**src/rtl/ah_rr_mux.sv**
```systemverilog
// Round-robin NUM_ING-to-1 valid/ready merge with a registered egress beat tagged by source index.
// Optional packet locking (ing_last/egr_last ports) is enabled by defining AH_RR_MUX_PKT_LOCK_EN.
module ah_rr_mux #(
    parameter  int NUM_ING = 18,
    parameter  int DATA_W  = 9,
    localparam int SEL_W   = $clog2(NUM_ING)
) (
    input  logic                      clk,
    input  logic                      rst,
    input  logic [NUM_ING*DATA_W-1:0] ing_data,
    input  logic [NUM_ING-1:0]        ing_valid,
    output logic [NUM_ING-1:0]        ing_ready,
    output logic [DATA_W-1:0]         egr_data,
    output logic                      egr_valid,
    input  logic                      egr_ready,
    output logic [SEL_W-1:0]          egr_src
`ifdef AH_RR_MUX_PKT_LOCK_EN
    ,
    input  logic [NUM_ING-1:0]        ing_last,
    output logic                      egr_last
`endif
);

    localparam logic [SEL_W:0] NUM_ING_W = (SEL_W+1)'(NUM_ING);
    localparam logic [SEL_W-1:0] LAST_IDX = SEL_W'(NUM_ING - 1);

    logic [DATA_W-1:0] ing_beat [NUM_ING];

    genvar gi;
    generate
        for (gi = 0; gi < NUM_ING; gi++) begin : g_unpack
            assign ing_beat[gi] = ing_data[gi*DATA_W +: DATA_W];
        end
    endgenerate

    logic [DATA_W-1:0]  egr_data_q,  egr_data_d;
    logic               egr_valid_q, egr_valid_d;
    logic [SEL_W-1:0]   egr_src_q,   egr_src_d;
    logic [SEL_W-1:0]   ptr_q,       ptr_d;

    logic [NUM_ING-1:0] elig_valid;
    logic               load;
    logic               any_valid;
    logic               xfer;
    logic [SEL_W-1:0]   grant_idx;
    logic               grant_found;
    logic [SEL_W:0]     cand;
    logic [SEL_W-1:0]   ptr_adv;

`ifdef AH_RR_MUX_PKT_LOCK_EN
    logic               lock_q,     lock_d;
    logic [SEL_W-1:0]   lock_idx_q, lock_idx_d;
    logic               egr_last_q, egr_last_d;

    // A locked packet masks every other requester, even while its owner is idle.
    always_comb begin
        elig_valid = ing_valid;
        if (lock_q) begin
            elig_valid = ing_valid & (NUM_ING'(1) << lock_idx_q);
        end
    end
`else
    assign elig_valid = ing_valid;
`endif

    assign load      = ~egr_valid_q | egr_ready;
    assign any_valid = |elig_valid;
    assign xfer      = load & any_valid;

    // Scan from ptr upward; the extra bit in cand keeps the wrap exact for non-power-of-two counts.
    always_comb begin
        grant_found = 1'b0;
        grant_idx   = '0;
        cand        = '0;
        for (int k = 0; k < NUM_ING; k++) begin
            cand = {1'b0, ptr_q} + (SEL_W+1)'(k);
            if (cand >= NUM_ING_W) begin
                cand = cand - NUM_ING_W;
            end
            if (!grant_found && elig_valid[cand[SEL_W-1:0]]) begin
                grant_found = 1'b1;
                grant_idx   = cand[SEL_W-1:0];
            end
        end
    end

    assign ptr_adv = (grant_idx == LAST_IDX) ? '0 : grant_idx + SEL_W'(1);

    always_comb begin
        ing_ready = '0;
        if (xfer && !rst) begin
            ing_ready[grant_idx] = 1'b1;
        end
    end

    always_comb begin
        egr_valid_d = egr_valid_q;
        egr_data_d  = egr_data_q;
        egr_src_d   = egr_src_q;
        ptr_d       = ptr_q;
`ifdef AH_RR_MUX_PKT_LOCK_EN
        lock_d      = lock_q;
        lock_idx_d  = lock_idx_q;
        egr_last_d  = egr_last_q;
`endif
        if (load) begin
            egr_valid_d = any_valid;
        end
        if (xfer) begin
            egr_data_d = ing_beat[grant_idx];
            egr_src_d  = grant_idx;
`ifdef AH_RR_MUX_PKT_LOCK_EN
            egr_last_d = ing_last[grant_idx];
            if (ing_last[grant_idx]) begin
                lock_d = 1'b0;
                ptr_d  = ptr_adv;
            end else begin
                lock_d     = 1'b1;
                lock_idx_d = grant_idx;
            end
`else
            ptr_d = ptr_adv;
`endif
        end
    end

    always_ff @(posedge clk or posedge rst) begin
        if (rst) begin
            egr_valid_q <= 1'b0;
            egr_data_q  <= '0;
            egr_src_q   <= '0;
            ptr_q       <= '0;
`ifdef AH_RR_MUX_PKT_LOCK_EN
            lock_q      <= 1'b0;
            lock_idx_q  <= '0;
            egr_last_q  <= 1'b0;
`endif
        end else begin
            egr_valid_q <= egr_valid_d;
            egr_data_q  <= egr_data_d;
            egr_src_q   <= egr_src_d;
            ptr_q       <= ptr_d;
`ifdef AH_RR_MUX_PKT_LOCK_EN
            lock_q      <= lock_d;
            lock_idx_q  <= lock_idx_d;
            egr_last_q  <= egr_last_d;
`endif
        end
    end

    assign egr_valid = egr_valid_q;
    assign egr_data  = egr_data_q;
    assign egr_src   = egr_src_q;
`ifdef AH_RR_MUX_PKT_LOCK_EN
    assign egr_last  = egr_last_q;
`endif

endmodule
```
**config.mk**
```make
export PLATFORM = sky130hd
export DESIGN_NAME = ah_rr_mux
export DESIGN_NICKNAME = d
export VERILOG_FILES = /design/src/rtl/ah_rr_mux.sv
export SDC_FILE = /design/constraint.sdc
export NUM_CORES = 1
export LEC_CHECK = 0
export ABC_AREA = 0
export CAP_MARGIN = 20
export CORE_ASPECT_RATIO = 0.8
export CORE_MARGIN = 2
export CORE_UTILIZATION = 53
export DETAILED_ROUTE_END_ITERATION = 16
export HOLD_SLACK_MARGIN = 0.15
export PLACE_DENSITY = 0.81
export RECOVER_POWER = 25
export REMOVE_ABC_BUFFERS = 1
export SLEW_MARGIN = 20
export SYNTH_ARGS = -nofsm -noshare
export SYNTH_HDL_FRONTEND = slang
export SYNTH_SLANG_ARGS = --single-unit
```
**constraint.sdc**
```tcl
create_clock -name clk -period 11.42 [get_ports clk]
set_input_delay 2.284 -clock clk [delete_from_list [all_inputs] [get_ports clk]]
set_output_delay 2.284 -clock clk [all_outputs]
set_load 0.005 [all_outputs]
```
# Yosys cells after proc, flatten, opt, wreduce, memory -nomap -nowiden
# Index checks and enable logic that the tools add are counted.
[totals]
wordCells = 218
reg_bits = 20
input_bits = 183
[classes]
muxes = 96
order_cmp = 39
n_reduce_logical = 38
n_addsub = 36
n_eq_ne = 1
bitwise_logic = 4
[op_table]
columns = ["operator", "count"]
rows = [
  ["$mux W5", 37],
  ["$lt A5 B6 Y1 const B", 19],
  ["$ge A6 B5 Y1 const B", 17],
  ["$bmux W1 S5", 18],
  ["$sub A5 B5 Y5 const B", 18],
  ["$add A5 B4 Y6 const B", 8],
  ["$bmux W9 S5", 1],
  ["$mux W1", 36],
  ["$add A5 B3 Y6 const B", 4],
  ["$logic_and A1 B1 Y1", 19],
  ["$logic_not A1 Y1", 18],
  ["$mux W18", 1],
  ["$mux W9", 2],
  ["$reduce_or A18 Y1", 1],
  ["$add A5 B2 Y6 const B", 2],
  ["$add A5 B5 Y6 const B", 2],
  ["$add A5 B1 Y6 const B", 1],
  ["$ge A6 B6 Y1 const B", 1],
  ["$not A5 Y6", 1],
  ["$add A5 B1 Y5 const B", 1],
  ["$demux W1 S5", 1],
  ["$eq A5 B5 Y1 const B", 1],
  ["$ge A5 B1 Y1 const B", 1],
  ["$ge A5 B5 Y1 const B", 1],
  ["other kinds (3)", 3],
]

# Logic depth before layout (Yosys ltp)
# Gate-level depths: netlist of run 1.
[logic_depth]
ltp_word = 61
depth_mapped = 38
mapped_depth_nobuf = 22

# Worst setup path before layout of run 1
# OpenSTA, ideal clock, no wires.
[synth_timing]
path_kind = "register to output"
start = "reg ptr_q[1]"
end = "out ing_ready[4]"
path_slack_ns = 2.077
arrival_ns = 7.059
stages_incl_launch_ff = 30
n_path_buf = 12
path_cell_list = "dfrtp_1 -> buf_4 -> clkinv_1 -> buf_1 -> buf_1 -> ha_1 -> buf_2 -> inv_1 -> clkbuf_1 -> clkbuf_1 -> buf_1 -> ha_1 -> clkbuf_1 -> nand3_1 -> a21oi_1 -> nor2_2 -> o211a_1 -> or3_1 -> and4b_1 -> clkbuf_1 -> and3_4 -> a2111o_1 -> or4b_4 -> o32ai_4 -> buf_6 -> buf_6 -> buf_6 -> ha_1 -> nand2_1 -> nor3_1"
[synth_between]
elab_chain_cells = 61
elab_cells_between_ends = 182
cone_classes = "35 x add/sub; 20 x order compare; 92 x mux; 35 x reduce/logical"
[synth_rtl]
columns = ["element", "line_no", "text"]
rows = [
  ["from (decl)", "39", "logic [SEL_W-1:0] ptr_q, ptr_d;"],
  ["from (signal assigned)", "142", "ptr_q <= ptr_d;"],
  ["parallel branches: the longest is 55 deep, another holds $add A5 B1 Y6", "-", ""],
  ["$mux W5 *", "80", "if (!grant_found && elig_valid[cand[SEL_W-1:0]]) begin"],
  ["$lt A5 B6 Y1 (implied by the code) or $ge A5 B1 Y1 (tied branches)", "92", "ing_ready[grant_idx] = 1'b1;"],
  ["$logic_and A1 B1 Y1 (implied by the code)", "92", ""],
  ["$mux W1 (implied by the code)", "92", ""],
  ["$demux W1 S5 *", "92", ""],
  ["$mux W18 *", "91", "if (xfer && !rst) begin"],
  ["to (decl)", "12", "output logic [NUM_ING-1:0] ing_ready,"],
]
# Every way passes the cells marked *. The select of a mux whose other input is x is not followed.

# Worst setup path in the final report of run 1
[layout_timing]
start = "in ing_valid[8]"
end = "out ing_ready[10]"
[layout_between]
elab_chain_cells = 59
elab_cells_between_ends = 114
cone_classes = "2 x order compare; 74 x mux; 1 x bitwise; 37 x reduce/logical"
[layout_rtl]
columns = ["element", "line_no", "text"]
rows = [
  ["from (decl)", "11", "input logic [NUM_ING-1:0] ing_valid,"],
  ["$bmux W1 S5", "80", ""],
  ["$mux W1 (implied by the code)", "80", ""],
  ["$mux W1", "80", ""],
  ["$logic_not A1 Y1", "80", ""],
  ["$logic_and A1 B1 Y1", "80", ""],
  ["$mux W1", "80", ""],
  ["$logic_not A1 Y1", "80", ""],
  ["$logic_and A1 B1 Y1", "80", ""],
  ["(+43 left out)", "-", ""],
  ["$logic_not A1 Y1", "80", ""],
  ["$logic_and A1 B1 Y1", "80", ""],
  ["$mux W5", "80", ""],
  ["$lt A5 B6 Y1 (implied by the code) or $ge A5 B1 Y1 (tied branches)", "92", ""],
  ["$logic_and A1 B1 Y1 (implied by the code)", "92", ""],
  ["$mux W1 (implied by the code)", "92", ""],
  ["$demux W1 S5", "92", ""],
  ["$mux W18 *", "91", ""],
]
# Mark *: on every way between the ends. The rest lies on a longest branch, timed or not. The select of a mux whose other input is x is not followed.

==> results of run 1 <==
-- placed cells by master (no fill, tap or decap), drive strengths merged, types with 12 or more instances in the layout --
| cell | count |
|---|---|
| clkdlybuf4s50 | 214 |
| nand2 | 141 |
| nor2 | 137 |
| mux2i | 102 |
| o21ai | 95 |
| a21oi | 88 |
| nand3 | 61 |
| a211oi | 42 |
| xnor2 | 41 |
| inv | 39 |
| mux2 | 39 |
| nor3 | 36 |
| ha | 34 |
| buf | 34 |
| and2 | 32 |
| o22ai | 31 |
| o211ai | 28 |
| and3 | 23 |
| nor2b | 21 |
| nand4 | 21 |
| a31oi | 21 |
| dfrtp | 20 |
| a311oi | 20 |
| nor4 | 19 |
| o221ai | 18 |
| nand2b | 16 |
| mux4 | 14 |
| o31ai | 13 |
| a32oi | 13 |
| o2111ai | 12 |
| o211a | 12 |
| o22a | 12 |
-- kinds of logic (layout without fill, tap and decap cells) --
kind of cell,count (synthesis),in the layout,share of synthesized area
and+or+nand+nor,567,567,0.263
AOI/OAI and AO/OA,548,548,0.373
buffers and inverters,166,295,0.0762
muxes,155,155,0.163
xor gates and xnor gates,46,46,0.0406
adders and majority gates,34,34,0.0389
DFF,20,20,0.0458
-- metal layers --
layer	share of wire	routed length, microns	vias to the layer above
met2	0.41	21300	1267
met4	0.066	3470	0
met5	0	0	-
met3	0.15	7660	252
li1	-	-	6227
met1	0.38	19900	6672
-- critical path: stages --
cell and delay (ns):
sky130_fd_sc_hd__clkdlybuf4s50_1 0.72, sky130_fd_sc_hd__inv_1 0.14, sky130_fd_sc_hd__o21ai_0 0.83, sky130_fd_sc_hd__nor2_1 0.11
sky130_fd_sc_hd__mux2_2 0.30, sky130_fd_sc_hd__nor4_1 0.73, sky130_fd_sc_hd__o21ai_0 0.45, sky130_fd_sc_hd__o211a_1 0.25
sky130_fd_sc_hd__and4_1 0.46, sky130_fd_sc_hd__and3_1 0.31, sky130_fd_sc_hd__a221oi_1 0.38, sky130_fd_sc_hd__o221ai_1 0.22
sky130_fd_sc_hd__o22ai_1 0.51, sky130_fd_sc_hd__nand2_1 0.50, sky130_fd_sc_hd__nor2_1 0.24, sky130_fd_sc_hd__clkdlybuf4s50_1 0.54
-- cell type report --
class                           instances  share of cell area
Clock buffer                            4             0.00678
Tap cell                              264              0.0252
Sequential cell                        20              0.0387
Multi-Input combinational cell       1350               0.733
Inverter                               41              0.0117
Timing Repair Buffer                  250               0.184
-- sequential cells by signal, indices dropped and copies added, names as in the netlist --
name,cells
egr_data,9
egr_src,5
egr_valid,1
ptr_q,5
-- final timing paths --
path	depth (start not counted)	to	slack, ns	from
max	16	ing_ready[10]	0.16	ing_valid[8]
min	2	egr_src[0]	0.48	egr_src[0]
max reg2reg	20	egr_data[4]	2.82	ptr_q[1]
min reg2reg	2	egr_src[0]	0.48	egr_src[0]
max in group asynchronous	2	ptr_q[0]	8.03	rst
min in group asynchronous	2	egr_data[6]	2.71	rst
-- through the flow --
stage	area [sq um]	setup TNS, ns	instances	utilization
floorplan	10300	-65.45	1411	-
global placement	13000	0	1924	0.649
detailed placement	13000	0	1924	0.649
CTS	13100	0	1928	0.654
global route	13100	0	1929	0.654
finish	13100	0	1929	0.654
==> flow_summary.ini, run 1 <==
[synth]
synth_top_area_share = 0.0934
syn_inst = 1536
synth_seq_cells = 20
yosys.cell_types.count = 118
largest_area_contributor_in_the_netlist = sky130_fd_sc_hd__mux2i_1
synth_enable_flop_cells = 0
synthesis.yosys.warnings = 0
netlist_area_before_placement_sq_mm = 0.0109
seq_area_frac_synth = 0.0458
ys.flop_type = sky130_fd_sc_hd__dfrtp_1
synthArstFlopShare = 1.00
synth_area_leaders = sky130_fd_sc_hd__mux2i_1 9.3%, sky130_fd_sc_hd__nand2_1 4.8%, sky130_fd_sc_hd__nor2_1 4.7%
synth.cells.most_frequent = 140 x sky130_fd_sc_hd__nand2_1, 136 x sky130_fd_sc_hd__nor2_1, 102 x sky130_fd_sc_hd__mux2i_1, 89 x sky130_fd_sc_hd__o21ai_0, 79 x sky130_fd_sc_hd__a21oi_1
synthMostInstantiatedCell = sky130_fd_sc_hd__nand2_1
syn_avg_cell_area_sq_um = 7.12

[floorplan]
dieHeight_microns = 132
core.rowCount = 46
design.die.area_sq_mm = 0.0218
top_level_ports = 216
fp.dieW_microns = 165
core_region_area_sq_mm = 0.0200
starting_utilization_of_the_core_area = 0.546

[global_route]
grt_antenna_before_repair = 0
global_route.usage.met2 = 0.676
grt_remaining_overflow = 0
grt_first_pass_wirelength_microns = 77700
pin_count_of_the_biggest_net_entering_global_routing = 73
first_global_vias = 13000
met3_demand_to_capacity_share_in_global_routing = 0.140
grt_busiest_layer = met2
gr-usage-all-layers = 0.461
grt_use_met1 = 0.605

[timing]
max_freq_ghz = 0.0888
fin_worst_hold_slack_ns = 0.484
post-route-worst-setup-slack_ns = 0.160
rsz_0062_raised_after_global_routing = no
timing_max_transition_violations_final = 0
total_count_of_hold_check_failures_in_the_final_report = 0
endpoints_failing_setup = 0
headroom_to_the_max_slew_limit = 0.228
layout_min_cycle_time_ns = 11.26
tightestPinTransition_ns = 1.13
timing.final.crit_share = 0.986
clock_skew_ns = 0.00634

[route]
drtPass1Iterations = 6
post-route-drc-count = 0
drt_iter0_drc = 2485
route.final.wire_length_microns = 52300
num_vias = 14400
antenna_left = 0
vias_per_cell = 7.47
post_dr_wirelength_cell_microns = 27.1

[clocking]
clock_buffer_count_from_cts = 3
postCtsSetupBuffers = 0
post_cts.resized_instances = 0
tritoncts_num_sinks = 20
clock_latency_ns = 0.26
tritoncts = built
cts-htree-levels = 1
cts.root.buffer_cell = sky130_fd_sc_hd__clkbuf_16
cts_hold_buf = 0
cts.clk_slew.worst_paths_ns = 0.06
ctsLongestPathBuffers = 2

[final_layout]
final_layout_size_suffix_gt1_frac = 0.0985
num-nets-final = 1883
num_antenna_cells = 0
multi_input_combinational_cell_area_sq_mm = 0.00961
layout.area.seq_sq_um = 507
filler_cells_inserted = 1797
flow.area_growth_from_synthesis_pct = 19.9

[placement]
dpl.hpwl_microns = 40000
port_buffers = 215
dp_slack_ns = 0.780
routabilityCongestion = 1.10

[worst_setup_path]
critical_path.endpoint_type = output pin
crit_fanout = 24
critPathArrivalTime_ns = 8.98
cp.required_ns = 9.14
critical_path.startpoint_type = primary input
setup.worst_path.class = in -> out

[flow_run]
maxCapViolations = 0

[status]
result_of_the_run = finished clean

[min_path]
hold_path_class = reg -> reg
Power of run 1 is not shown: default switching activity piles up to over one toggle a cycle in this logic, so the estimate is an artifact.
==> inputs of run 2 (changes only) <==
CORE_UTILIZATION = 35   (was 53)
PLACE_DENSITY = 0.57   (was 0.81)
==> run 2 against run 1 <==
- flip-flop and latch count unchanged
- final area increased by 1.8%
- global-route usage decreased by 14 points
- register-to-register slack improved by 0.94 ns
- maximum frequency increased by 5.4%
- clock skew decreased by 0.0023 ns
- wire length increased by 5.4%
- via count decreased by 2.3%
- hold slack improved by 0.0019 ns
==> flow_summary.ini, run 2 (same netlist as run 1, synthesis figures left out) <==
[clocking]
cts.clk_slew.worst_paths_ns = 0.06
clock_latency_ns = 0.26
postCtsSetupBuffers = 0
tritoncts = built
ctsLongestPathBuffers = 2
clock_buffer_count_from_cts = 3
cts_hold_buf = 0
tritoncts_num_sinks = 20
cts.root.buffer_cell = sky130_fd_sc_hd__clkbuf_16
cts-htree-levels = 1
post_cts.resized_instances = 0

[final_layout]
layout_common_cells = 214 x sky130_fd_sc_hd__clkdlybuf4s50_1, 140 x sky130_fd_sc_hd__nand2_1, 136 x sky130_fd_sc_hd__nor2_1
num_antenna_cells = 0
flow.area_growth_from_synthesis_pct = 22.0
number_of_flip_flops_under_the_largest_register_name = 9
commonest_non_fill_non_tap_cell_in_the_layout = sky130_fd_sc_hd__clkdlybuf4s50_1
final_core_utilization = 0.437
filler_cells_inserted = 3278
num-nets-final = 1885
final_layout_size_suffix_gt1_frac = 0.102
final_cell_area_sq_mm = 0.0133
finish.cell_count_without_fillers = 2080

[placement]
cell_count_after_placement = 2076
dpl.hpwl_microns = 43100
port_buffers = 215
dpl-instance-area_sq_mm = 0.0132
routabilityCongestion = 1.05

[floorplan]
design.die.area_sq_mm = 0.0327
core.rowCount = 57
starting_utilization_of_the_core_area = 0.358
dieHeight_microns = 162
core_region_area_sq_mm = 0.0305
fp.dieW_microns = 202
top_level_ports = 216

[worst_setup_path]
crit_path_cell_trace = clkdlybuf4s50_1 > mux2i_1 > o21ai_0 > o211a_1 > o221ai_1 > and2_1 > and4b_1 > and4_1 > nand2_1 > o211ai_1 > o32ai_4 > inv_2 > ha_1 > nand2_1 > nor3_1 > clkdlybuf4s50_1
critical_path.startpoint_type = primary input
launch_instance_of_the_worst_register_to_register_path = ptr_q[1]
critical-path-slowest-cell = sky130_fd_sc_hd__and4_1
critPathArrivalTime_ns = 8.40
startpoint = ing_valid[11]
cp.required_ns = 9.14
worst-path-buf-inv = 3
crit_family = simple AND/OR/NAND/NOR gates
critical_path.endpoint_type = output pin
setup.worst_path.class = in -> out
crit_fanout = 24
critical-path-max-stage-delay_ns = 0.75

[global_route]
grt_first_pass_wirelength_microns = 80700
first_global_vias = 12700
grt_antenna_before_repair = 0
pin_count_of_the_biggest_net_entering_global_routing = 72
grt_remaining_overflow = 0
gr-usage-all-layers = 0.318

[route]
num_vias = 14100
antenna_left = 0
route.final.wire_length_microns = 55100
post-route-drc-count = 0
vias_per_cell = 6.77
drt_iter0_drc = 1968
drtPass1Iterations = 6
post_dr_wirelength_cell_microns = 26.5

[timing]
rsz_0062_raised_after_global_routing = no
max_freq_ghz = 0.0936
endpoints_failing_setup = 0
clock_skew_ns = 0.00404
total_count_of_hold_check_failures_in_the_final_report = 0
tns_ns = 0
timing_max_transition_violations_final = 0
headroom_to_the_max_slew_limit = 0.293
timing.final.crit_share = 0.936
tightestPinTransition_ns = 1.06
layout_min_cycle_time_ns = 10.68

[min_path]
timing.hold.worst.start = egr_src[3]
hold_path_class = reg -> reg

[status]
result_of_the_run = finished clean

[flow_run]
maxCapViolations = 0
## run 2: cell types whose count changed in the layout (fill, tap and decap cells not counted), sizes merged
cell	delta
buf	+3
bufinv	+1
clkbuf	-2
## run 2: stage by stage
step | setup WS (ns) | hold slack [ns]
floorplan | -3.03 | 0.470
global placement | 0.977 | 0.468
detailed placement | 0.990 | 0.473
CTS | 0.962 | 0.487
global route | 0.562 | 0.512
finish | 0.736 | 0.486
## run 2: worst paths after layout
| kind | depth (start not counted) | slack (ns) | endpoint |
|---|---|---|---|
| setup / recovery | 16 | 0.74 | ing_ready[5] |
| hold / removal | 2 | 0.49 | egr_src[3] |
| setup reg to reg | 20 | 3.76 | egr_data[0] |
| hold reg to reg | 2 | 0.49 | egr_src[3] |
| max in group asynchronous | 2 | 8.16 | ptr_q[0] |
| min in group asynchronous | 2 | 2.66 | egr_data[6] |
## run 2: area by class of cell
cell class,instances,area (sq um),share of cell area
clock buffer,3,75.1,0.00563
clock inverter,1,30.0,0.00225
inverter,41,154,0.0115
multi-input combinational,1350,9620,0.722
sequential,20,508,0.0381
tap,413,517,0.0387
timing repair buffer,252,2430,0.182
## run 2: layer usage
layer / GRT usage / part of all wire
met1: 0.431 / 0.41
met2: 0.506 / 0.44
met3: 0.0694 / 0.12
met4: 0.0956 / 0.034
met5: 0 / 0
## run 2: tightest hold or removal path: cells and delay by family, from the launching register on
kind             cells  cell delay [ns]
AND/OR/NAND/NOR      2             0.11
flip-flops           1             0.35
Power of run 2 is left out for the same reason.
